## src/rtl/seq_detector_param_if.sv

```systemverilog
// Serial pattern detector bus: qualified bit stream in, match status out.
// master drives the stream and control, slave is the detector.
interface seq_detector_param_if #(
    parameter int PAT_W = 4,
    parameter int CNT_W = 8
);
    logic             in_valid;
    logic             in_bit;
    logic             overlap_en;
    logic             clear;
    logic             match;
    logic             found;
    logic [CNT_W-1:0] match_count;
    logic [PAT_W-1:0] hist;

    modport master (
        output in_valid,
        output in_bit,
        output overlap_en,
        output clear,
        input  match,
        input  found,
        input  match_count,
        input  hist
    );

    modport slave (
        input  in_valid,
        input  in_bit,
        input  overlap_en,
        input  clear,
        output match,
        output found,
        output match_count,
        output hist
    );
endinterface

```

## src/rtl/seq_detector_param.sv

```systemverilog
// Parametrised serial bit-pattern detector with overlap control.
// SEQ_DET_CNT_WRAP_EN: match_count wraps instead of saturating.
module seq_detector_param #(
    parameter int               PAT_W   = 4,
    parameter logic [PAT_W-1:0] PATTERN = 4'b1101,
    parameter int               CNT_W   = 8
) (
    input logic                 clk,
    input logic                 reset,
    seq_detector_param_if.slave bus
);
    localparam int FW = $clog2(PAT_W + 1);

    logic [PAT_W-1:0] hist_q, hist_d;
    logic [FW-1:0]    fill_q, fill_d;
    logic             match_q, match_d;
    logic             found_q, found_d;
    logic [CNT_W-1:0] cnt_q, cnt_d;

    logic [PAT_W-1:0] shifted;
    logic             hit;
    logic [CNT_W-1:0] cnt_inc;

    assign shifted = {hist_q[PAT_W-2:0], bus.in_bit};
    assign hit     = (shifted == PATTERN) && (fill_q >= FW'(PAT_W - 1));

`ifdef SEQ_DET_CNT_WRAP_EN
    assign cnt_inc = cnt_q + CNT_W'(1);
`else
    assign cnt_inc = (cnt_q == '1) ? cnt_q : cnt_q + CNT_W'(1);
`endif

    always_comb begin
        hist_d  = hist_q;
        fill_d  = fill_q;
        match_d = 1'b0;
        found_d = found_q;
        cnt_d   = cnt_q;
        if (bus.clear) begin
            hist_d  = '0;
            fill_d  = '0;
            found_d = 1'b0;
            cnt_d   = '0;
        end else if (bus.in_valid) begin
            hist_d  = shifted;
            match_d = hit;
            // a non-overlapping hit forces the next match to use fresh bits only
            if (hit && !bus.overlap_en) begin
                fill_d = '0;
            end else if (fill_q != FW'(PAT_W)) begin
                fill_d = fill_q + FW'(1);
            end
            if (hit) begin
                found_d = 1'b1;
                cnt_d   = cnt_inc;
            end
        end
    end

    always_ff @(posedge clk or posedge reset) begin
        if (reset) begin
            hist_q  <= '0;
            fill_q  <= '0;
            match_q <= 1'b0;
            found_q <= 1'b0;
            cnt_q   <= '0;
        end else begin
            hist_q  <= hist_d;
            fill_q  <= fill_d;
            match_q <= match_d;
            found_q <= found_d;
            cnt_q   <= cnt_d;
        end
    end

    assign bus.match       = match_q;
    assign bus.found       = found_q;
    assign bus.match_count = cnt_q;
    assign bus.hist        = hist_q;
endmodule

```

## src/flat_wrapper.sv

```systemverilog
// flat-port wrapper written by rule: the top's interface ports become plain ports
module seq_detector_param_flat 
#(
    parameter int               PAT_W   = 4,
    parameter logic [PAT_W-1:0] PATTERN = 4'b1101,
    parameter int               CNT_W   = 8
)
  (clk, reset, bus_in_valid, bus_in_bit, bus_overlap_en, bus_clear, bus_match, bus_found, bus_match_count, bus_hist);
  seq_detector_param_if #(.PAT_W(PAT_W), .CNT_W(CNT_W)) bus_i ();
  input logic clk;
  input logic reset;
  input wire logic [$bits(bus_i.in_valid)-1:0] bus_in_valid;
  input wire logic [$bits(bus_i.in_bit)-1:0] bus_in_bit;
  input wire logic [$bits(bus_i.overlap_en)-1:0] bus_overlap_en;
  input wire logic [$bits(bus_i.clear)-1:0] bus_clear;
  output wire logic [$bits(bus_i.match)-1:0] bus_match;
  output wire logic [$bits(bus_i.found)-1:0] bus_found;
  output wire logic [$bits(bus_i.match_count)-1:0] bus_match_count;
  output wire logic [$bits(bus_i.hist)-1:0] bus_hist;
  assign bus_i.in_valid = bus_in_valid;
  assign bus_i.in_bit = bus_in_bit;
  assign bus_i.overlap_en = bus_overlap_en;
  assign bus_i.clear = bus_clear;
  assign bus_match = bus_i.match;
  assign bus_found = bus_i.found;
  assign bus_match_count = bus_i.match_count;
  assign bus_hist = bus_i.hist;
  seq_detector_param #(.PAT_W(PAT_W), .PATTERN(PATTERN), .CNT_W(CNT_W)) u_core (.clk(clk), .reset(reset), .bus(bus_i));
endmodule
```

## config.mk

```make
export PLATFORM = sky130hd
export DESIGN_NAME = seq_detector_param_flat
export DESIGN_NICKNAME = d
export VERILOG_FILES = /design/src/rtl/seq_detector_param_if.sv /design/src/rtl/seq_detector_param.sv /design/src/flat_wrapper.sv
export SDC_FILE = /design/constraint.sdc
export NUM_CORES = 1
export LEC_CHECK = 0
export CAP_MARGIN = 20
export CORE_ASPECT_RATIO = 0.8
export CORE_MARGIN = 8
export CORE_UTILIZATION = 34
export DETAILED_ROUTE_END_ITERATION = 6
export GPL_TIMING_DRIVEN = 0
export SLEW_MARGIN = 10
export SYNTH_ARGS = -nofsm -noshare
export SYNTH_HDL_FRONTEND = slang
export SYNTH_SLANG_ARGS = --single-unit
export TNS_END_PERCENT = 50
```

## constraint.sdc

```tcl
create_clock -name clk -period 2.3 [get_ports clk]
set_input_delay 0.23 -clock clk [delete_from_list [all_inputs] [get_ports clk]]
set_output_delay 0.23 -clock clk [all_outputs]
set_load 0.01 [all_outputs]
```

* Yosys cells after proc, flatten, opt, wreduce, memory -nomap -nowiden
Cells that the tools add are included.
** Storage, ports and cells
- Output and inout bits :: 14
- Input bits :: 6
- Bits in registers :: 17
- Word-level logic and storage cells :: 36
** Cells by class
- Order comparisons :: 1
- Muxes and demuxes :: 15
- Eq/ne operators :: 4
- Add/sub/neg operators :: 2
- Reduce and logical (&&, ||, !) cells :: 9
** Operators with widths (count)
- two-way mux 8 bit :: 4
- two-way mux 3 bit :: 4
- adder 8 x 1 -> 8 bit (second input constant) :: 1
- == test 8 bit (second input constant) :: 1
- two-way mux 4 bit :: 2
- two-way mux 1 bit :: 5
- == test 4 bit (second input constant) :: 1
- AND reduction 2 bit :: 2
- nonzero test 2 bit :: 2
- adder 3 x 1 -> 3 bit (second input constant) :: 1
- >= comparator 3 x 2 -> 1 bit (second input constant) :: 1
- inequality test 3 bit (second input constant) :: 1
- AND reduction 3 bit :: 1
- nonzero test 3 bit :: 1
- logical AND 1 bit :: 2
- inequality test 2 bit (second input constant) :: 1
- zero test 1 bit :: 1

* Logic depth before layout (Yosys ltp)
Gate-level depths: netlist of run 1.
- Depth in word-level cells :: 6
- Gate-level depth with buffers :: 7
- Mapped depth without buffers :: 6

* Worst setup path after synthesis of run 1
Ideal clock, no wire load.
- Path type :: register to register
- Start point :: reg u_core.fill_q[0]
- End point :: reg u_core.cnt_q[7] (netlist: u_core.bus.match_count[7])
- Data required time :: 2.201 ns
- Setup time :: 0.099 ns
- Period minus slack after synthesis :: 1.643 ns
- Buffers on the path :: 1
- Arrival time :: 1.544 ns
- Stages on the path, launching flop included :: 8
- Slack :: 0.657 ns
- Path through :: dfrtp_1 > ha_1 > ha_1 > a211o_2 > nand3_2 > buf_6 > nor3_1 > a311oi_1
** Between the ends
- Cells in the longest elaborated chain, start to end :: 4
** Ends and longest elaborated chain
- start, declared :: line seq_detector_param.sv:15 : logic [FW-1:0] fill_q, fill_d;
- start signal, assigned :: line seq_detector_param.sv:69 : fill_q <= fill_d;
- >= comparator 3 x 2 -> 1 bit :: line seq_detector_param.sv:25 : assign hit = (shifted == PATTERN) && (fill_q >= FW'(PAT_W - 1));
- logical AND 1 bit :: line seq_detector_param.sv:25
- nonzero test 2 bit (no source line)
- AND reduction 3 bit (no source line)
- end signal, assigned :: line seq_detector_param.sv:72 : cnt_q <= cnt_d;
- end, declared :: line seq_detector_param.sv:18 : logic [CNT_W-1:0] cnt_q, cnt_d;
Every way passes these cells.
A chain may end at the register's enable or synchronous reset.

* Worst setup path in the final report of run 1
Ends and elaborated chain as after synthesis.

==> summary.md, run 1 <==
| Metric | Value |
|---|---|
| Number of iterations in the first detailed-routing pass | 4 |
| Post-Synthesis Cells | 94 |
| CP Buf/Inv Count | 1 |
| Predominant post-synthesis flop cell | dfrtp_1 |
| Number of buffers inserted during clock tree synthesis | 3 |
| Hold Path Class | in2reg |
| Cts repair resizes | 0 |
| Largest net degree at the start of global routing | 18 |
| Die X-Extent | 74.0 um |
| Total power per unit cell area | 510 nW/um2 |
| Nets in the synthesized netlist | 104 |
| Grt total ovfl | 0 |
| Worst slew slack as a fraction of its limit | 55.4% |
| Net switching power | 0.170 mW |
| Via count normalized by instance count | 4.95 |
| Part of the cycle the worst path needs | 76.9% |
| Cell family with the largest share of critical-path delay | compound AO/OA/AOI/OAI gates |
| Number of antenna violations at the first check in global routing | 0 |
| Die Area | 4620 um2 |
| Cell taking the most area after synthesis | dfrtp_1 |
| Register bit total from synthesis | 17 |
| Count of flip-flops with a built-in enable after synthesis | 0 |
| Element type at the critical path end | flip-flop |
| Fin. max-slew vios | 0 |
| Final setup vio count | 0 |
| Clock power share | 27.5% |
| Inserted Diodes | 0 |
| Clock root cell | clkbuf_4 |
| Detailed-placement wirelength estimate | 1440 um |
| Number of DRC violations after detailed-routing iteration 0 | 20 |
| Number of nets in the layout | 126 |
| Y dimension of the die | 62.4 um |
| Overall routing resource usage | 9.26% |
| Worst R2R Path Depth | 7 |
| Reg2Reg Capture Point | u_core.bus.match_count[7]$_DFFE_PP0P_ |
| Ys Warns | 0 |
| Worst Setup Start Kind | flip-flop |
| PnR worst setup slack | 0.531 ns |
| Layout Skew | 0.00162 ns |
| Overall power after layout | 0.590 mW |
| Fraction of post-synthesis cell area in the top cell type by area | 46.5% |
| Site row count | 16 |
| Share of final-layout standard cells stronger than drive strength 1 | 11.3% |
| Critical path type | reg2reg |
| Setup TNS Final | 0 ns |
| Sequential cell area fraction in the yosys report | 46.5% |
| Proportion of register bits with asynchronous set or reset after synthesis | 100% |
| Hold Startpoint | bus_in_valid |
| I/O Buffers | 17 |
| Final-layout fill cell count | 248 |
| Wire length per cell | 12.9 um |
| Total number of vias | 747 |
| CP max FO | 10 |
| Count of H-tree levels built during CTS | 1 |
| Cell variety after synth | 29 |
| Area Growth Syn to Fin | 26.5% |
| Cells along the critical path | ha_1 > ha_1 > a211o_2 > nand3_2 > buf_6 > nor3_1 > a311oi_1 |
| Global placement routability congestion | 0.756 |
| Count of boundary I/O pins | 20 |
| Sequential fraction of design power | 55.6% |
| Instance count along the most critical hold path | 3 |
| Status | completed |
| End point of the worst hold path | u_core.bus.hist[1]$_DFFE_PP0P_ |
| Stage delay of the slowest cell on the critical path | 0.41 ns |
| Insertion delay to the later sink of the worst-skew pair | 0.29 ns |
| Remaining routing DRC violations | 0 |
| Data arrival, critical path | 1.97 ns |
| Mean Syn Cell Area | 9.73 um2 |
| Number of clock sinks | 17 |
| Tmin final | 1.77 ns |
| Internal Dissipation | 0.421 mW |
| Buffers inserted by post-CTS timing repair | 0 |
| Wire length of the first global-routing pass | 3410 um |
| Highest clock frequency the design can meet | 0.565 GHz |
| Number of hold violations in the final report | 0 |
| Standard cell core area | 2500 um2 |
| Most frequent cell on the critical path | ha_1 |
| Clock edge transition at the registers on the reported setup and hold paths | 0.10 ns |
| Number of buffers between clock root and the deepest sink | 2 |
| Cell types with the largest area share after synthesis | dfrtp_1 (47%), mux2i_1 (7.7%), ha_1 (5.5%) |
| Hold buffer count at CTS | 0 |
| Setup slack, reg-to-reg | 0.53 ns |
| Critical R2R Launch | u_core.fill_q[0]$_DFFE_PP0P_ |
| Req. time, crit path | 2.50 ns |
| Critical path's slowest cell | dfrtp_1 |
| Combinational share of power | 17.0% |
| Switch share | 28.7% |
| Max-cap violations | 0 |
| Setup repair after global routing missed its margin | no |
| Setup WS pre-CTS | 0.370 ns |
| Final wirelength | 1940 um |
| Highest ir drop seen on vdd | 0.318 mV |
| Placed Cells incl. Taps | 147 |
| Vias in the first global route | 743 |
| Worst setup path start | u_core.fill_q[0]$_DFFE_PP0P_ |
| Remaining antenna violation count | 0 |
| TritonCTS clock tree | done |
| Final std cells w/o fill | 151 |
| Ranking of synthesized cells by instance count | dfrtp_1 (17), inv_1 (9), nor2_1 (9), mux2i_1 (7), a21oi_1 (6) |
| Initial Util | 36.5% |
| Most frequent cell after synthesis | dfrtp_1 |
| Summed instance area of the synthesized netlist | 915 um2 |
| Final Util | 46.3% |
| Static leakage | 0.503 nW |
| Worst Tran Pin Value | 0.669 ns |
sequential cells by signal, indices dropped and copies added (netlist names):
register,count
u_core.bus.found,1
u_core.bus.match_count,8
u_core.fill_q,3
u_core.bus.match,1
u_core.bus.hist,4
how the worst max path moves through the flow:
stage,end,slack (ns),cells after the start
after floorplan,u_core.bus.match_count[7]$_DFFE_PP0P_,0.66,7
after global placement,u_core.bus.match_count[3]$_DFFE_PP0P_,0.38,6
after detailed placement,u_core.bus.match_count[3]$_DFFE_PP0P_,0.37,6
after CTS,u_core.bus.match_count[7]$_DFFE_PP0P_,0.52,7
after global routing,u_core.fill_q[1]$_DFFE_PP0P_,0.43,6
final,u_core.bus.match_count[7]$_DFFE_PP0P_,0.53,7
cells in the final DEF (no fill, tap or decap), types with 2 or more instances in the layout:
master | Yosys | routed
ha_1 | 4 | 4
inv_1 | 9 | 9
mux2i_1 | 7 | 7
nand2_1 | 5 | 5
nand4_1 | 3 | 3
dfrtp_1 | 17 | 17
nand2b_1 | 2 | 2
a21oi_1 | 6 | 6
clkdlybuf4s50_1 | 0 | 17
clkbuf_1 | 2 | 2
or4_1 | 2 | 2
nand3_1 | 3 | 3
nor3_1 | 4 | 4
o21ai_0 | 5 | 5
clkbuf_4 | 0 | 3
nor2_1 | 9 | 9
o31ai_1 | 2 | 2
power by group through the flow:
| stage | Sequential (mW) | Clock (mW) | Combinational [mW] |
|---|---|---|---|
| floorplan | 0.331 | 0 | 0.0726 |
| global placement | 0.333 | 0 | 0.0969 |
| detailed placement | 0.334 | 0 | 0.101 |
| CTS | 0.328 | 0.172 | 0.101 |
| global route | 0.330 | 0.184 | 0.115 |
| finish | 0.328 | 0.162 | 0.100 |
kinds of logic after synthesis:
group                    after synthesis  share of synthesized area, %
AND/OR/NAND/NOR                       34                          19.8
AO/OA/AOI/OAI                         19                          13.3
flip-flops                            17                          46.5
buffers and inverters                 13                          7.25
multiplexers                           7                          7.66
adder cells (fa/ha/maj)                4                          5.47
metrics by stage:
stage | hold WS (ns) | area (um2)
2_1_floorplan | 0.156 | 915
3_3_place_gp | 0.502 | 1130
3_5_place_dp | 0.509 | 1130
4_1_cts | 0.260 | 1160
5_1_grt | 0.265 | 1160
6_report | 0.268 | 1160
routing by layer:
layer | wire [um] | share of wire, % | vias up | track usage, %
li1 | - | - | 372 | -
met1 | 916 | 47 | 352 | 11.5
met2 | 851 | 44 | 21 | 13.7
met3 | 160 | 8.2 | 2 | 5.13
met4 | 12 | 0.62 | 0 | 1.49
met5 | 0 | 0 | - | 0
worst min-delay path: stages:
cell and delay [ns]:
clkbuf_8 0.14, mux2i_1 0.07, nor2_1 0.08
final cells by class:
class                           instances  area, um2  share of cell area (%)
Timing Repair Buffer                   17        170                    14.7
Sequential cell                        17        425                    36.8
Buffer                                  4       32.5                    2.81
Inverter                                9       33.8                    2.92
Clock buffer                            3       22.5                    1.95
Multi-Input combinational cell         64        423                    36.5
Tap cell                               36       45.0                    3.89
Clock inverter                          1       5.00                   0.432
(Power assumes the default switching activity.)
==> run 2, diff against run 1 <==
==> constraint.sdc (replaced) <==
create_clock -name clk -period 1.8 [get_ports clk]
set_input_delay 0.18 -clock clk [delete_from_list [all_inputs] [get_ports clk]]
set_output_delay 0.18 -clock clk [all_outputs]
set_load 0.01 [all_outputs]
==> run 2 against run 1 <==
Global-route usage is the same. Clock skew grew 0.0011 ns. Maximum frequency grew 1.9%. Worst hold slack lost 0.046 ns. Critical path type unchanged. Largest cell class is now multi-input combinational cells. Highest routed layer unchanged.
==> summary.md, run 2 (same netlist as run 1, synthesis figures left out) <==
| Metric | Value |
|---|---|
| Cells along the critical path | ha_1 > ha_1 > a211o_2 > nand3_2 > buf_6 > or4_1 > a21oi_1 (was ha_1 > ha_1 > a211o_2 > nand3_2 > buf_6 > nor3_1 > a311oi_1) |
| Placed Cells incl. Taps | 147 (unchanged) |
| Most frequent cell on the critical path | ha_1 (unchanged) |
| Most frequent cells in the layout | clkdlybuf4s50_1 (17), dfrtp_1 (17), nor2_1 (9), inv_1 (9), mux2i_1 (7) (unchanged) |
| Worst Setup Start Kind | flip-flop (unchanged) |
| PnR worst setup slack | 0.0637 ns (was 0.531 ns) |
| Largest net degree at the start of global routing | 18 (unchanged) |
| Data arrival, critical path | 1.96 ns (was 1.97 ns) |
| Worst slew slack as a fraction of its limit | 55.4% (about the same) |
| Initial Util | 36.5% (unchanged) |
| Area Growth Syn to Fin | 28.6% (was 26.5%) |
| Inserted Diodes | 0 (unchanged) |
| Number of DRC violations after detailed-routing iteration 0 | 11 (was 20) |
| Remaining antenna violation count | 0 (unchanged) |
| Final-layout fill cell count | 250 (was 248) |
| Worst Tran Pin Value | 0.668 ns (was 0.669 ns) |
| TritonCTS clock tree | done (unchanged) |
| CP max FO | 10 (unchanged) |
| Number of iterations in the first detailed-routing pass | 4 (unchanged) |
| Die X-Extent | 74.0 um (unchanged) |
| Fin. max-slew vios | 0 (unchanged) |
| Highest ir drop seen on vdd | 0.407 mV (was 0.318 mV) |
| Req. time, crit path | 2.02 ns (was 2.50 ns) |
| Number of buffers between clock root and the deepest sink | 2 (unchanged) |
| Y dimension of the die | 62.4 um (unchanged) |
| Setup TNS Final | 0 ns (unchanged) |
| Count of H-tree levels built during CTS | 1 (unchanged) |
| Number of flip-flops in the largest register | 8 (unchanged) |
| Setup WS pre-CTS | -0.0802 ns (was 0.370 ns) |
| CP Buf/Inv Count | 1 (unchanged) |
| Busiest layer in global routing | met2 (unchanged) |
| Number of clock sinks | 17 (unchanged) |
| I/O Buffers | 17 (unchanged) |
| Standard cell core area | 2500 um2 (unchanged) |
| Global placement routability congestion | 0.756 (unchanged) |
| Site row count | 16 (unchanged) |
| Overall routing resource usage | 9.26% (unchanged) |
| Setup repair after global routing missed its margin | yes (was no) |
| Wire length of the first global-routing pass | 3410 um (unchanged) |
| Tmin final | 1.74 ns (was 1.77 ns) |
| Final Util | 47.0% (was 46.3%) |
| Part of the cycle the worst path needs | 96.5% (was 76.9%) |
| Number of antenna violations at the first check in global routing | 0 (unchanged) |
| Wire length per cell | 12.8 um (was 12.9 um) |
| Share of final-layout standard cells stronger than drive strength 1 | 13.8% (was 11.3%) |
| Max-cap violations | 0 (unchanged) |
| Insertion delay to the later sink of the worst-skew pair | 0.29 ns (about the same) |
| Met1 usage | 11.5% (unchanged) |
| Final std cells w/o fill | 152 (was 151) |
| Hold Path Class | in2reg (unchanged) |
| Status | completed (unchanged) |
| Highest clock frequency the design can meet | 0.576 GHz (was 0.565 GHz) |
| Clock root cell | clkbuf_4 (unchanged) |
| Number of hold violations in the final report | 0 (unchanged) |
| Total number of vias | 752 (was 747) |
| Remaining routing DRC violations | 0 (unchanged) |
| Final setup vio count | 0 (unchanged) |
| Total power per unit cell area | 648 nW/um2 (was 510 nW/um2) |
| Cell family with the largest share of critical-path delay | simple AND/OR/NAND/NOR gates (was compound AO/OA/AOI/OAI gates) |
| Die Area | 4620 um2 (unchanged) |
| Stage delay of the slowest cell on the critical path | 0.46 ns (was 0.41 ns) |
| Number of buffers inserted during clock tree synthesis | 3 (unchanged) |
| Element type at the critical path end | flip-flop (unchanged) |
| Layout Skew | 0.00269 ns (was 0.00162 ns) |
| Number of nets in the layout | 127 (was 126) |
| Clock edge transition at the registers on the reported setup and hold paths | 0.10 ns (about the same) |
| GR Util met3 | 5.13% (unchanged) |
| Static leakage | 0.509 nW (was 0.503 nW) |
| Final wirelength | 1950 um (was 1940 um) |
| Via count normalized by instance count | 4.95 (about the same) |
| Critical path's slowest cell | or4_1 (was dfrtp_1) |
| Vias in the first global route | 743 (unchanged) |
| Grt total ovfl | 0 (unchanged) |
| Detailed-placement wirelength estimate | 1440 um (unchanged) |
| Global-route track usage on met2 | 13.7% (unchanged) |
| Count of boundary I/O pins | 20 (unchanged) |
| Critical path type | reg2reg (unchanged) |
## run 2: worst min-delay path, delay by kind of cell
family,cells,cell delay [ns]
muxes,1,0.07
and+or+nand+nor,1,0.08
buffers and inverters,1,0.14
## run 2: per-stage QoR
stage               hold slack, ns  power, mW  instance area (um2)
global placement             0.502      0.550                 1130
floorplan                    0.106      0.516                  915
detailed placement           0.509      0.556                 1130
CTS                          0.210      0.768                 1160
finish                       0.221      0.762                 1180
global route                 0.215      0.814                 1180
## run 2: path summary, 6_finish.rpt
check	from	to	slack (ns)	cells after the start
setup / recovery	u_core.fill_q[1]$_DFFE_PP0P_	u_core.bus.match_count[3]$_DFFE_PP0P_	0.06	7
hold reg to reg	u_core.bus.match_count[7]$_DFFE_PP0P_	u_core.bus.match_count[7]$_DFFE_PP0P_	0.53	1
min in group asynchronous	reset	u_core.bus.hist[2]$_DFFE_PP0P_	0.28	2
hold / removal	bus_in_valid	u_core.bus.hist[1]$_DFFE_PP0P_	0.22	3
setup reg to reg	u_core.fill_q[1]$_DFFE_PP0P_	u_core.bus.match_count[3]$_DFFE_PP0P_	0.06	7
max in group asynchronous	reset	u_core.bus.match_count[4]$_DFFE_PP0P_	1.10	2
## run 2: routing by layer
metal	up-vias	wire, um	part of all wire [%]
li1	380	-	-
met1	362	972	50
met2	8	869	45
met3	2	94	4.8
met4	0	12	0.62
met5	-	0	0
## run 2: final cells by class
| type | instances | area [um2] | share of cell area, % |
|---|---|---|---|
| multi-input combinational | 64 | 434 | 36.9 |
| sequential | 17 | 425 | 36.2 |
| timing repair buffer | 18 | 178 | 15.1 |
| tap | 36 | 45.0 | 3.83 |
| inverter | 9 | 33.8 | 2.87 |
| buffer | 4 | 32.5 | 2.77 |
| clock buffer | 3 | 22.5 | 1.91 |
| clock inverter | 1 | 5.00 | 0.426 |
## run 2: repair_timing
action / in CTS / in global routing
endpoints found under the setup margin: 0 / 6
gates resized for setup: 0 / 2
buffers inserted: 0 / 1
hold buffers: 0 / 0
## run 2: power by group
group          switching, mW  internal, mW
clock                  0.122        0.0826
combinational         0.0795        0.0600
sequential            0.0168         0.401
total                  0.218         0.544
==> patch 1, RTL diff (settings of run 1) <==
`CNT_W` is set to 8 in 3 places; all go to 12.
--- a/src/rtl/seq_detector_param_if.sv
+++ b/src/rtl/seq_detector_param_if.sv
@@ -4,3 +4,3 @@
     parameter int PAT_W = 4,
-    parameter int CNT_W = 8
+    parameter int CNT_W = 12
 );
--- a/src/rtl/seq_detector_param.sv
+++ b/src/rtl/seq_detector_param.sv
@@ -5,3 +5,3 @@
     parameter logic [PAT_W-1:0] PATTERN = 4'b1101,
-    parameter int               CNT_W   = 8
+    parameter int               CNT_W   = 12
 ) (
--- a/src/flat_wrapper.sv
+++ b/src/flat_wrapper.sv
@@ -5,3 +5,3 @@
     parameter logic [PAT_W-1:0] PATTERN = 4'b1101,
-    parameter int               CNT_W   = 8
+    parameter int               CNT_W   = 12
 )
Interface: changed (resized bus_match_count); port bits go from 20 to 24. The function was not compared with the original's and may differ.
==> patch 1 against run 1 <==
  * Setup slack worse by 0.28 ns
  * Sequential share of layout area is 1.1 points lower
  * Total power is 34% higher
  * Critical endpoint is now u_core.bus.match_count[5]
  * Area after synthesis is 26% higher
  * Wire length is 46% higher
  * Clock skew is 0.0056 ns higher
  * Sequential cell count is 4 higher
  * Design area is 27% higher
  * Count of clock-buffer cells in the layout is 1 higher
  * Critical path depth is 1 lower
==> patch 1: results (changes against run 1) <==
The logs give 0.26 ns (-0.03 ns) for the clock latency at the later pin of the worst-skew pair and 156 (+24%) for the net count reported at finish. The worst hold path stage count was 3 (unchanged). For the reg-to-reg setup timing slack, the log shows 0.26 ns (-0.28 ns). The standby leakage power was 0.631 nW (+25%); the total of buffers placed on input and output ports was 22 (+5). The logs give 0.804 (+6.3%) for the weighted congestion at the end of routability-driven global placement and 129 (+24%) for the post-synth net total. The flow ran to the end, and the final reports show no timing, DRC or antenna violations. Yosys attributes the largest share of cell area to sky130_fd_sc_hd__dfrtp_1 (46%), sky130_fd_sc_hd__ha_1 (4.3%), sky130_fd_sc_hd__nor2_1 (4.2%). For the number of global-route vias before repair, the log shows 1,020 (+37%). Wire length per cell after detailed routing: 15.2 um (+18%). Switching share of power: 26.7% (-2.1 points). The worst min-delay path startpoint was bus_in_valid. Post-DP HPWL: 2070 um (+43%).

The run gives 45.5% (-1.0 points) as the sequential cell area fraction in the yosys report. By count the netlist is led by sky130_fd_sc_hd__dfrtp_1 (21), sky130_fd_sc_hd__nor2_1 (13), sky130_fd_sc_hd__a21oi_1 (9). The run gives 32 (+10%) as the distinct cell type count of the synthesized netlist.

The final clock skew came out at 0.00719 ns (+0.00557 ns). The wire length of the first global-routing pass is 4770 um (+40%), and the clock edge transition at the registers on the reported setup and hold paths is 0.08 ns (-0.02 ns). The count of buffers added by post-CTS timing repair for setup was 0 (unchanged). For the met2 routing resource usage after global routing, the log shows 18.4% (+4.7 points). The share of final-layout standard cells stronger than drive strength 1 was 8.28% (-3.0 points); the count of yosys warnings during synthesis was 0 (unchanged).

The run gives 69 (+250%) as the initial detailed-routing violation count. The per-cell via count in the routed design works out to 5.40 (+9.1%). The tools report the global-route usage over all layers as 11.2% (+2.0 points). The tools report the endpoint with the worst hold slack as u_core.bus.hist[0]. The routing usage on met3 was 4.72% (-0.40 points). The number of cells on the worst reg-to-reg path is 6 (-1). The peak ir drop on the vdd network was 0.284 mV (-11%). For the critical path data arrival time, the log shows 2.19 ns (+0.22 ns). For the maximum buffer depth of the clock tree, the log shows 2 (unchanged). The flip-flop count of the largest register, all copies and words added was 12 (+4); the maximum number of pins on one net before global-route repair was 22 (+4). The routing usage on met1 is 13.5% (+2.0 points), and the maximum fanout count along the critical path is 9 (-1). Worst-margin pin slew: 0.804 ns (+0.135 ns).

Library cell used as clock root buffer: sky130_fd_sc_hd__clkbuf_8. The worst register-to-register path ends at u_core.bus.match_count[5].
==> patch 1: cell count changes in the layout (fill, tap and decap cells not counted), sizes merged, moves of 4 or more <==
cell | run 1 | this run
clkdlybuf4s50 | 17 | 22
dfrtp | 17 | 21
inv | 9 | 5
mux2 | 0 | 4
nand3 | 4 | 8
nor2 | 9 | 13
nor2b | 0 | 4
==> patch 1: stage by stage <==
step                std cells  setup WS (ns)  instance area [um^2]  hold WS [ns]
floorplan                 119          0.484                  1150         0.207
global placement          183          0.134                  1430         0.508
detailed placement        183          0.134                  1430         0.519
CTS                       187          0.112                  1470         0.389
global route              187          0.103                  1470         0.433
finish                    187          0.255                  1470         0.386
==> patch 1: layout make-up <==
cell class	instances	area, um^2
buffer	4	17.5
clock buffer	4	45.0
fill	337	1880
inverter	5	18.8
multi-input combinational	89	594
sequential	21	526
tap	42	52.6
timing repair buffer	22	220
==> patch 1: worst max path at each step <==
stage,depth (start not counted),slack [ns],startpoint,endpoint
after global routing,7,0.10,u_core.fill_q[0],u_core.bus.match_count[4]
after detailed placement,7,0.13,u_core.fill_q[0],u_core.bus.match_count[6]
final,6,0.26,u_core.fill_q[0],u_core.bus.match_count[5]
after global placement,7,0.13,u_core.fill_q[0],u_core.bus.match_count[6]
after floorplan,7,0.48,u_core.fill_q[0],u_core.bus.match_count[4]
after CTS,7,0.11,u_core.fill_q[0],u_core.bus.match_count[6]
==> patch 1: per-layer routing <==
layer,wire length (um),up-vias
met4,10,0
met1,1350,490
met5,0,-
li1,-,490
met3,195,2
met2,1280,27
==> patch 1: critical path, stage by stage (launching register included) <==
cell,delay [ns]
sky130_fd_sc_hd__dfrtp_1,0.42
sky130_fd_sc_hd__ha_1,0.17
sky130_fd_sc_hd__ha_1,0.14
sky130_fd_sc_hd__a211o_1,0.13
sky130_fd_sc_hd__nand3_1,0.27
sky130_fd_sc_hd__nor4b_1,0.43
sky130_fd_sc_hd__mux2_2,0.38
==> patch 1: kinds of logic after synthesis <==
| group | share of synthesized area [%] |
|---|---|
| multiplexers | 7.37 |
| AND/OR/NAND/NOR | 26.0 |
| adder cells (fa/ha/maj) | 4.33 |
| flip-flops | 45.5 |
| buffers and inverters | 3.03 |
| AO/OA/AOI/OAI | 13.8 |
==> patch 1: power groups by stage <==
stage | registers (mW) | clock network, mW | logic, mW
2_1_floorplan | 0.418 | 0 | 0.100
3_3_place_gp | 0.421 | 0 | 0.130
3_5_place_dp | 0.423 | 0 | 0.138
4_1_cts | 0.417 | 0.247 | 0.137
5_1_grt | 0.420 | 0.261 | 0.157
6_report | 0.418 | 0.236 | 0.135
==> patch 2, RTL diff (config.mk and constraints of run 1) <==
Made on the original files. Make the reset (`reset`) synchronous in one clocked block.
--- a/src/rtl/seq_detector_param.sv
+++ b/src/rtl/seq_detector_param.sv
@@ -59,3 +59,3 @@
 
-    always_ff @(posedge clk or posedge reset) begin
+    always_ff @(posedge clk) begin
         if (reset) begin
Formal check against the unedited RTL: differs if reset is asserted again (counterexample within 4 cycles, from zero or initial values and one cycle with reset high); with reset held inactive, the same outputs for 10 cycles.
==> patch 2 against run 1 <==
  * Critical path depth unchanged
  * Count of clock-buffer cells in the layout unchanged
  * Area after synthesis fell by 12%
  * Wire length up 0.88%
  * First-iteration DRC count grew 15%
  * Clock skew is 0.00064 ns lower
  * Sequential cell count stayed put
  * Design area shrank 9.5%
  * Setup slack worse by 0.26 ns
  * Global-route usage up 0.60 points
  * Final cell count down 9.9%
  * Synthesized cell count down 5.3%
Power is not compared: it rests on default switching activity, and its combinational part moved more than twofold at a synthesized area within 25%.
==> patch 2: results (changes against run 1) <==
The run finished with clean final reports. Among all stages on the critical path, the largest delay is contributed by sky130_fd_sc_hd__or3_4. The tools report the met2 routing resource usage after global routing as 16.0% (+2.3 points). The tools report the reg-to-reg setup timing slack as 0.27 ns (-0.26 ns).

The logs give 42.1% (-4.4 points) for the sequential cell area fraction in the yosys report and 31 (+6.9%) for the distinct cell type count of the synthesized netlist. For the weighted congestion at the end of routability-driven global placement, the log shows 0.731 (-3.4%). The end of the worst register-to-register path was u_core.bus.match_count[7]. For the worst max-slew margin expressed relative to the limit, the log shows 59.4% (+4.0 points). The maximum number of pins on one net before global-route repair is 11 (-7). The tools report the number of global-route vias before repair as 688 (-7.4%). The critical path data arrival time is 2.21 ns (+0.24 ns). In this run the critical register-to-register path is launched from u_core.fill_q[0].

The run gives 3260 um (-4.3%) as the wire length of the first global-routing pass. The most used flip-flop cell after synthesis is sky130_fd_sc_hd__dfxtp_1. The wire length per cell after detailed routing is 14.4 um (+12%), and the net count reported at finish is 122 (-3.2%). Ranked by total cell area, the synthesized netlist is headed by sky130_fd_sc_hd__dfxtp_1 (42%), sky130_fd_sc_hd__ha_1 (6.2%), sky130_fd_sc_hd__mux2i_1 (6.2%). The post-synthesis async set-or-reset flop share was 0% (-100 points); the total of buffers placed on input and output ports was 18 (+1). Per-cell via count in the routed design: 5.25 (+6.1%).

The path class of the lowest-slack min-delay path was in2reg. The routing usage on met3 was 5.86% (+0.73 points); the maximum level of the CTS H-tree was 1 (unchanged). By count the netlist is led by sky130_fd_sc_hd__dfxtp_1 (17), sky130_fd_sc_hd__nor2_1 (12), sky130_fd_sc_hd__a21oi_1 (7). The tools report the post-DP HPWL as 1440 um (-0.44%).

The share of final-layout standard cells stronger than drive strength 1 works out to 9.01% (-2.3 points). The cell area reported after detailed placement came out at 1020 um^2 (-9.7%). The stage delay of the slowest cell on the critical path is 0.43 ns (+0.02 ns), and the clock latency at the later pin of the worst-skew pair is 0.30 ns.

Routing usage on met1: 10.7% (-0.76 points). The global-route usage over all layers is 9.87% (+0.60 points), and the initial detailed-routing violation count is 23 (+15%). The tools report the endpoint with the worst hold slack as u_core.bus.hist[3]. Final clock skew: 0.000973 ns (-0.000643 ns).
## patch 2: changes by cell type in the layout (fill, tap and decap cells not counted), moves of 3 or more
cell | before | now
sky130_fd_sc_hd__nor3_1 | 4 | 1
sky130_fd_sc_hd__nor2_1 | 9 | 12
sky130_fd_sc_hd__dfxtp_1 | 0 | 17
sky130_fd_sc_hd__dfrtp_1 | 17 | 0
sky130_fd_sc_hd__inv_1 | 9 | 5
## patch 2: area by class of cell
class | instances | area [um^2]
multi-input combinational | 64 | 429
inverter | 5 | 18.8
clock buffer | 3 | 22.5
clock inverter | 1 | 5.00
timing repair buffer | 18 | 180
buffer | 3 | 20.0
sequential | 17 | 340
fill | 212 | 1150
tap | 25 | 31.3
## patch 2: worst max-delay path by stage
stage,cells past startpoint,start,to
after floorplan,7,u_core.fill_q[0],u_core.bus.match_count[2]
after global placement,6,bus_in_bit,u_core.fill_q[1]
after detailed placement,7,u_core.fill_q[0],u_core.fill_q[0]
after CTS,7,u_core.fill_q[0],u_core.bus.match_count[7]
after global routing,7,u_core.fill_q[0],u_core.bus.match_count[7]
final,7,u_core.fill_q[0],u_core.bus.match_count[7]
## patch 2: cells by family (layout without fill, tap and decap cells)
kind of cell / after synthesis / after routing / synth area share (%)
buffers and inverters: 8 / 30 / 4.80
adder cells (fa/ha/maj): 4 / 4 / 6.19
XOR/XNOR: 1 / 1 / 1.08
flip-flops: 17 / 17 / 42.1
AND/OR/NAND/NOR: 35 / 35 / 24.8
multiplexers: 5 / 5 / 6.19
AO/OA/AOI/OAI: 19 / 19 / 14.9
## patch 2: worst register-to-register path, delay by kind of cell, from the launching register on
family	cells	cell delay [ns]
simple gates	1	0.43
buf+inv	1	0.20
fa+ha+maj	2	0.33
compound gates	3	0.55
flops	1	0.41
## patch 2: through the flow
step,std cells,hold WS (ns),setup WS (ns),utilization (%)
floorplan,89,0.377,0.502,-
global placement,132,0.455,0.363,46.4
detailed placement,132,0.455,0.325,46.4
CTS,136,0.196,0.259,47.7
global route,136,0.186,0.0738,47.7
finish,136,0.200,0.271,47.7
## patch 2: power groups by stage
stage / Combinational [mW] / Sequential [mW] / Clock [mW]
after global placement: 0.0301 / 0.305 / 0
after global routing: 0.0338 / 0.299 / 0.183
after floorplan: 0.0175 / 0.305 / 0
after detailed placement: 0.0311 / 0.305 / 0
final: 0.0307 / 0.298 / 0.166
after CTS: 0.0311 / 0.298 / 0.173
## patch 2: metal layers
metal / part of all wire (%) / vias to the layer above
met3: 8.4 / 2
met1: 46 / 329
met5: 0 / -
li1: - / 365
met2: 45 / 18
met4: 0.61 / 0
